File: config.mk
export PLATFORM = sky130hd
export DESIGN_NAME = cdb_writeback_arbiter_flat
export DESIGN_NICKNAME = d
export VERILOG_FILES = /design/src/rtl/cdb_writeback_arbiter_if.sv /design/src/rtl/cdb_writeback_arbiter.sv /design/src/flat_wrapper.sv
export SDC_FILE = /design/constraint.sdc
export NUM_CORES = 2
export LEC_CHECK = 0
export CAP_MARGIN = 20
export CORE_MARGIN = 2
export CORE_UTILIZATION = 55
export DETAILED_ROUTE_END_ITERATION = 8
export PLACE_DENSITY_LB_ADDON = 0.12
export RECOVER_POWER = 100
export SYNTH_ARGS = -nofsm -noshare
export SYNTH_HDL_FRONTEND = slang
export SYNTH_SLANG_ARGS = --single-unit
File: constraint.sdc
create_clock -name clk -period 12.4 [get_ports clk]
set_input_delay 1.24 -clock clk [delete_from_list [all_inputs] [get_ports clk]]
set_output_delay 1.24 -clock clk [all_outputs]
set_load 0.03 [all_outputs]
File: src/rtl/cdb_writeback_arbiter_if.sv
// Purpose: result-source and CDB-port signal bundle for the writeback arbiter.
// Latency: none, wires only.
// Backpressure: src_ready per source towards the FUs, cdb_stall from the CDB consumers.
interface cdb_writeback_arbiter_if #(
  parameter int N_SRC = 5,
  parameter int N_CDB = 3,
  parameter int RES_W = 64
);
  logic [N_SRC-1:0]               src_valid;
  logic [N_SRC*RES_W-1:0]         src_data;
  logic [N_SRC-1:0]               src_ready;
  logic                           cdb_stall;
  logic [N_CDB-1:0]               cdb_valid;
  logic [N_CDB*RES_W-1:0]         cdb_data;
  logic [N_CDB*$clog2(N_SRC)-1:0] cdb_src;
  logic                           stall_out;

  // Arbiter side.
  modport slave (
    input  src_valid, src_data, cdb_stall,
    output src_ready, cdb_valid, cdb_data, cdb_src, stall_out
  );

  // Functional-unit / CDB-consumer side.
  modport master (
    output src_valid, src_data, cdb_stall,
    input  src_ready, cdb_valid, cdb_data, cdb_src, stall_out
  );
endinterface

File: src/rtl/cdb_writeback_arbiter.sv
// Purpose: buffers FU results in 2-entry skid FIFOs and round-robin grants up to N_CDB per cycle onto the CDB.
// Latency: one cycle from enqueue into an empty FIFO to the registered CDB output; no bypass.
// Backpressure: src_ready drops when a FIFO is full; cdb_stall freezes grants and the CDB registers.
module cdb_writeback_arbiter #(
  parameter int N_SRC = 5,
  parameter int N_CDB = 3,
  parameter int RES_W = 64
) (
  input  logic                   clk,
  input  logic                   rst_n,
  input  logic                   flush,
  cdb_writeback_arbiter_if.slave bus
);
  localparam int SRC_W = $clog2(N_SRC);
  localparam int NG_W  = $clog2(N_CDB + 1);

  logic [RES_W-1:0] mem_q [N_SRC][2];
  logic [RES_W-1:0] mem_d [N_SRC][2];
  logic [1:0]       cnt_q [N_SRC];
  logic [1:0]       cnt_d [N_SRC];
  logic [N_SRC-1:0] wr_ptr_q, wr_ptr_d;
  logic [N_SRC-1:0] rd_ptr_q, rd_ptr_d;
  logic [SRC_W-1:0] rr_ptr_q, rr_ptr_d;
  logic [N_CDB-1:0] cdb_valid_q, cdb_valid_d;
  logic [RES_W-1:0] cdb_data_q [N_CDB];
  logic [RES_W-1:0] cdb_data_d [N_CDB];
  logic [SRC_W-1:0] cdb_src_q [N_CDB];
  logic [SRC_W-1:0] cdb_src_d [N_CDB];

  logic [N_SRC-1:0] src_rdy;
  logic [N_SRC-1:0] nonempty;
  logic [RES_W-1:0] src_dat [N_SRC];
  logic [N_SRC-1:0] enq;
  logic [N_SRC-1:0] deq;
  logic [N_CDB-1:0] gnt_vld;
  logic [SRC_W-1:0] gnt_idx [N_CDB];
  logic [SRC_W-1:0] last_idx;

  // Ready and occupancy come from the registered count only; a same-cycle dequeue does not reopen a full FIFO.
  always_comb begin
    for (int i = 0; i < N_SRC; i++) begin
      src_rdy[i]  = (cnt_q[i] != 2'd2);
      nonempty[i] = (cnt_q[i] != 2'd0);
      src_dat[i]  = bus.src_data[i*RES_W +: RES_W];
    end
  end

  assign bus.src_ready = src_rdy;
  assign bus.stall_out = ~(&src_rdy);

  // Rotating scan from rr_ptr: the first N_CDB non-empty sources take ports 0.. in scan order.
  always_comb begin
    logic [SRC_W:0]  sum;
    logic [SRC_W-1:0] idx;
    logic [NG_W-1:0]  ng;
    sum      = '0;
    idx      = '0;
    ng       = '0;
    gnt_vld  = '0;
    last_idx = rr_ptr_q;
    for (int k = 0; k < N_CDB; k++) gnt_idx[k] = '0;
    for (int s = 0; s < N_SRC; s++) begin
      sum = {1'b0, rr_ptr_q} + (SRC_W+1)'(s);
      if (sum >= (SRC_W+1)'(N_SRC)) sum = sum - (SRC_W+1)'(N_SRC);
      idx = sum[SRC_W-1:0];
      if (nonempty[idx] && (ng < NG_W'(N_CDB))) begin
        for (int k = 0; k < N_CDB; k++) begin
          if (NG_W'(k) == ng) begin
            gnt_vld[k] = 1'b1;
            gnt_idx[k] = idx;
          end
        end
        last_idx = idx;
        ng       = ng + NG_W'(1);
      end
    end
  end

  // Next state: flush wins over everything, stall freezes the CDB side but lets enqueues through.
  always_comb begin
    mem_d       = mem_q;
    cnt_d       = cnt_q;
    wr_ptr_d    = wr_ptr_q;
    rd_ptr_d    = rd_ptr_q;
    rr_ptr_d    = rr_ptr_q;
    cdb_valid_d = cdb_valid_q;
    cdb_data_d  = cdb_data_q;
    cdb_src_d   = cdb_src_q;
    enq         = '0;
    deq         = '0;
    if (flush) begin
      for (int i = 0; i < N_SRC; i++) cnt_d[i] = 2'd0;
      wr_ptr_d    = '0;
      rd_ptr_d    = '0;
      cdb_valid_d = '0;
    end else begin
      enq = bus.src_valid & src_rdy;
      if (!bus.cdb_stall) begin
        cdb_valid_d = gnt_vld;
        for (int k = 0; k < N_CDB; k++) begin
          if (gnt_vld[k]) begin
            deq[gnt_idx[k]] = 1'b1;
            cdb_data_d[k]   = mem_q[gnt_idx[k]][rd_ptr_q[gnt_idx[k]]];
            cdb_src_d[k]    = gnt_idx[k];
          end
        end
        if (|gnt_vld) begin
          rr_ptr_d = (last_idx == SRC_W'(N_SRC - 1)) ? '0 : last_idx + SRC_W'(1);
        end
      end
      for (int i = 0; i < N_SRC; i++) begin
        if (enq[i]) begin
          mem_d[i][wr_ptr_q[i]] = src_dat[i];
          wr_ptr_d[i]           = ~wr_ptr_q[i];
        end
        if (deq[i]) rd_ptr_d[i] = ~rd_ptr_q[i];
        cnt_d[i] = cnt_q[i] + {1'b0, enq[i]} - {1'b0, deq[i]};
      end
    end
  end

  // State registers; reset empties every FIFO and clears the CDB outputs.
  always_ff @(posedge clk or negedge rst_n) begin
    if (!rst_n) begin
      for (int i = 0; i < N_SRC; i++) begin
        cnt_q[i]    <= 2'd0;
        mem_q[i][0] <= '0;
        mem_q[i][1] <= '0;
      end
      wr_ptr_q    <= '0;
      rd_ptr_q    <= '0;
      rr_ptr_q    <= '0;
      cdb_valid_q <= '0;
      for (int k = 0; k < N_CDB; k++) begin
        cdb_data_q[k] <= '0;
        cdb_src_q[k]  <= '0;
      end
    end else begin
      mem_q       <= mem_d;
      cnt_q       <= cnt_d;
      wr_ptr_q    <= wr_ptr_d;
      rd_ptr_q    <= rd_ptr_d;
      rr_ptr_q    <= rr_ptr_d;
      cdb_valid_q <= cdb_valid_d;
      cdb_data_q  <= cdb_data_d;
      cdb_src_q   <= cdb_src_d;
    end
  end

  for (genvar k = 0; k < N_CDB; k++) begin : g_out
    assign bus.cdb_data[k*RES_W +: RES_W] = cdb_data_q[k];
    assign bus.cdb_src[k*SRC_W +: SRC_W]  = cdb_src_q[k];
  end
  assign bus.cdb_valid = cdb_valid_q;

  // A source presenting a result into a full FIFO loses it; flag the protocol error.
  for (genvar i = 0; i < N_SRC; i++) begin : g_proto
    a_src_proto: assert property (@(posedge clk) disable iff (!rst_n) !(bus.src_valid[i] && !src_rdy[i]));
  end
endmodule

File: src/flat_wrapper.sv
// flat-port wrapper written by rule: the top's interface ports become plain ports
module cdb_writeback_arbiter_flat 
#(
  parameter int N_SRC = 5,
  parameter int N_CDB = 3,
  parameter int RES_W = 64
)
  (clk, rst_n, flush, bus_src_valid, bus_src_data, bus_cdb_stall, bus_src_ready, bus_cdb_valid, bus_cdb_data, bus_cdb_src, bus_stall_out);
  cdb_writeback_arbiter_if #(.N_SRC(N_SRC), .N_CDB(N_CDB), .RES_W(RES_W)) bus_i ();
  input  logic clk;
  input  logic rst_n;
  input  logic flush;
  input wire logic [$bits(bus_i.src_valid)-1:0] bus_src_valid;
  input wire logic [$bits(bus_i.src_data)-1:0] bus_src_data;
  input wire logic [$bits(bus_i.cdb_stall)-1:0] bus_cdb_stall;
  output wire logic [$bits(bus_i.src_ready)-1:0] bus_src_ready;
  output wire logic [$bits(bus_i.cdb_valid)-1:0] bus_cdb_valid;
  output wire logic [$bits(bus_i.cdb_data)-1:0] bus_cdb_data;
  output wire logic [$bits(bus_i.cdb_src)-1:0] bus_cdb_src;
  output wire logic [$bits(bus_i.stall_out)-1:0] bus_stall_out;
  assign bus_i.src_valid = bus_src_valid;
  assign bus_i.src_data = bus_src_data;
  assign bus_i.cdb_stall = bus_cdb_stall;
  assign bus_src_ready = bus_i.src_ready;
  assign bus_cdb_valid = bus_i.cdb_valid;
  assign bus_cdb_data = bus_i.cdb_data;
  assign bus_cdb_src = bus_i.cdb_src;
  assign bus_stall_out = bus_i.stall_out;
  cdb_writeback_arbiter #(.N_SRC(N_SRC), .N_CDB(N_CDB), .RES_W(RES_W)) u_core (.clk(clk), .rst_n(rst_n), .flush(flush), .bus(bus_i));
endmodule
==> results_dict.tcl <==
set metrics [dict create \
    fin_tns_setup_ps 0 \
    grt_max_degree 164 \
    setup_viol 0 \
    syn_avg_cell_area_sq_um 10.71 \
    cts.sink_count 867 \
    cpPeakStageDelay_ps 2220 \
    cts_hold_buf 0 \
    synth_cell_types 88 \
    worst_pin_slew_ps 6789 \
    path_clk_slew_ps 60 \
    hold_violations 0 \
    synth_compound_area_share_pct 20.99 \
    hp-class "reg -> reg" \
    routed_via_density 6.998 \
    wl_microns 190000 \
    min_delay_worst_endpoint "u_core.bus.cdb_data[9]" \
    ys_ff_latch 867 \
    nets 5339 \
    cp.required_ps 12970 \
    r2r-start "u_core.rr_ptr_q[0]" \
    fin_crit_sh_pct 85.17 \
    numCtsBuffers 95 \
    grt.overflow.total 0 \
    ctsHtreeMaxLevel 3 \
    ys_seq_area_share_pct 43.25 \
    synth-simple-area-share_pct 8.782 \
    num_rows 110 \
    cts_buffer_depth 3 \
    slew_headroom_pct -352.6 \
    synth.area.mux_share_pct 22.19 \
    drc 0 \
    areaGrowthSynthToFinish_pct 16.93 \
    place_congestion 0.9235 \
    rrSetupSlack_ps 1840 \
    syn-cell-area_sq_um 50170 \
    yosys_warnings 0 \
    wl_per_cell_microns 30.33 \
    clock.fmax_ghz 0.09468 \
    drv_cap 33 \
    vias 43826 \
    async_reset_ff_share_pct 100.0 \
    critPathSlowestCell "clkbuf_1" \
    synthCells 4684 \
    rsz0062_at_grt "no" \
    dpl_cell_area_sq_um 56220 \
    grt_pass1_wl_microns 281500 \
    grt_use_total_pct 39.82 \
    synth_top_family_by_area "multiplexers" \
    grt_pass1_vias 42747 \
    fin_cells 6263 \
    core_sq_um 90150 \
    outcome "finished with violations" \
    nFillCells 7121 \
    hold_start "u_core.bus.cdb_data[9]" \
    r2r_end "u_core.bus.cdb_data[145]" \
    worstSetupEndpointType "register" \
    synthAdderAreaFrac_pct 0.7283 \
    die_y_microns 306.0 \
    antenna_found_initial 47 \
    crit_path_max_fanout 59 \
    violations "capacitance limit, slew limit" \
    synth-edff-count 0 \
    drt_iter0_drc 5841 \
    critPathBufInv 4 \
    crit_path_start_kind "register" \
    detail-route-antenna-nets 0 \
    clk_latency_ps 690 \
    die_x_microns 306.0 \
    worst_r2r_path_depth 25 \
    worstSetupPathType "reg -> reg" \
    die-area_sq_um 93650 \
    fin_crit_ps 10560 \
    synth_xor_area_share_pct 0.4015 \
    drv_slew 1455 \
    numPlacedInstances 6060 \
    io_pins 539 \
    synth_fp_nets 5041 \
    cp_top_family "buffers and inverters" \
    worst_ep_arrival_time_ps 11130 \
    drive_gt1_share_pct 24.50 \
    cts_root_buf "clkbuf_16" \
    cts_setup_buffers 0 \
    whs_path_depth 2 \
    synth_ff_type "dfrtp_1" \
    fin_skew_ps 26.04 \
    cts.repair.resized 0 \
    initial_utilization_pct 55.65 \
    final_cell_area_sq_um 58660 \
    cts_tree "done" \
    dp.final_hpwl_microns 110200 \
    dr.pass1.iters 9 \
    io_buffers 538 \
]
==> worst min-delay path: stages, from the launching register on <==
cell,delay [ps]
dfrtp_1,340
nand2_1,40
o21ai_0,60
==> Yosys cell counts (13+ instances only) <==
cell type / number / area share (%)
a31o_1: 25 / 0.44
xor2_1: 13 / 0.23
a32o_1: 192 / 3.8
nor3_1: 87 / 0.87
a2111oi_4: 60 / 3.3
a222oi_1: 64 / 1.3
o21ai_1: 66 / 0.66
buf_1: 19 / 0.14
mux2_1: 30 / 0.67
o21ai_0: 19 / 0.19
nor2_1: 183 / 1.4
a21oi_1: 350 / 3.5
a31o_2: 41 / 0.72
a21boi_0: 66 / 0.99
mux2_2: 942 / 21
nor2b_1: 15 / 0.19
inv_1: 35 / 0.26
a2111oi_0: 68 / 1.2
ha_1: 26 / 0.65
buf_2: 70 / 0.70
mux2i_1: 15 / 0.30
a211oi_1: 70 / 1.0
a221oi_1: 130 / 2.3
dfrtp_1: 867 / 43
clkbuf_1: 308 / 2.3
nand2_1: 750 / 5.6
==> metal layers <==
metal | up-vias | part of all wire, % | GRT usage [%]
met5 | - | 0.10 | 0
met4 | 34 | 6.2 | 24.15
met3 | 736 | 12 | 10.95
met2 | 3129 | 44 | 59.23
met1 | 21679 | 38 | 51.89
li1 | 18248 | - | -
==> registers in the layout (all words and copies together), names as in the netlist <==
name	cells
u_core.mem_q	640
u_core.bus.cdb_data	192
u_core.cnt_q	10
u_core.bus.cdb_src	9
u_core.rd_ptr_q	5
u_core.wr_ptr_q	5
u_core.bus.cdb_valid	3
u_core.rr_ptr_q	3
==> final cells by class <==
class                      count  area [sq um]  share of cell area (%)
timing repair buffer         610          5932                   10.11
clock buffer                 140          2879                   4.908
sequential                   867         21700                   36.99
clock inverter                32         437.9                  0.7465
multi-input combinational   3372         26030                   44.38
tap                         1176          1471                   2.508
antenna                       30         75.07                  0.1280
inverter                      36         135.1                  0.2304
==> placed cells by master (no fill, tap or decap), types with 67 or more instances in the layout <==
cell type and count:
a21oi_1 350, clkbuf_16 97, nor3_1 87, a2111oi_0 109
mux2_2 936, a221oi_1 130, a21boi_0 67, dlygate4sd3_1 211
dfrtp_1 867, nand2_1 749, o21ai_0 78, a32o_1 192
clkdlybuf4s50_1 326, a211oi_1 70, nor2_1 180
==> logic make-up (layout without fill, tap and decap cells) <==
group,Yosys count,in the layout
adder cells (fa/ha/maj),28,28
flip-flops,867,867
AND/OR/NAND/NOR,1091,1091
other,0,30
multiplexers,989,989
buffers and inverters,445,818
XOR/XNOR,23,23
AO/OA/AOI/OAI,1241,1241
==> how the worst max path moves through the flow <==
stage / startpoint / end / slack (ps) / depth (start not counted)
after floorplan: u_core.rr_ptr_q[1] / u_core.cnt_q[3] / 5500 / 31
after global placement: u_core.rr_ptr_q[0] / u_core.bus.cdb_data[30] / 3670 / 25
after detailed placement: u_core.rr_ptr_q[0] / u_core.bus.cdb_data[30] / 3430 / 24
after CTS: u_core.rr_ptr_q[0] / u_core.bus.cdb_data[31] / 3370 / 24
after global routing: rst_n / u_core.mem_q[548] / 1410 / 4
final: u_core.rr_ptr_q[0] / u_core.bus.cdb_data[145] / 1840 / 25
==> metrics by stage <==
stage | worst slack [ps] | hold WS [ps] | utilization [%]
after floorplan | 5505 | 516.1 | -
after global placement | 3674 | 466.2 | 62.36
after detailed placement | 3429 | 474.7 | 62.36
after CTS | 3375 | 487.6 | 66.04
after global routing | 1406 | 507.4 | 65.07
final | 1839 | 471.0 | 65.07
Power is not shown: default switching activity piles up to over one toggle a cycle in this logic, so the estimate is an artifact.
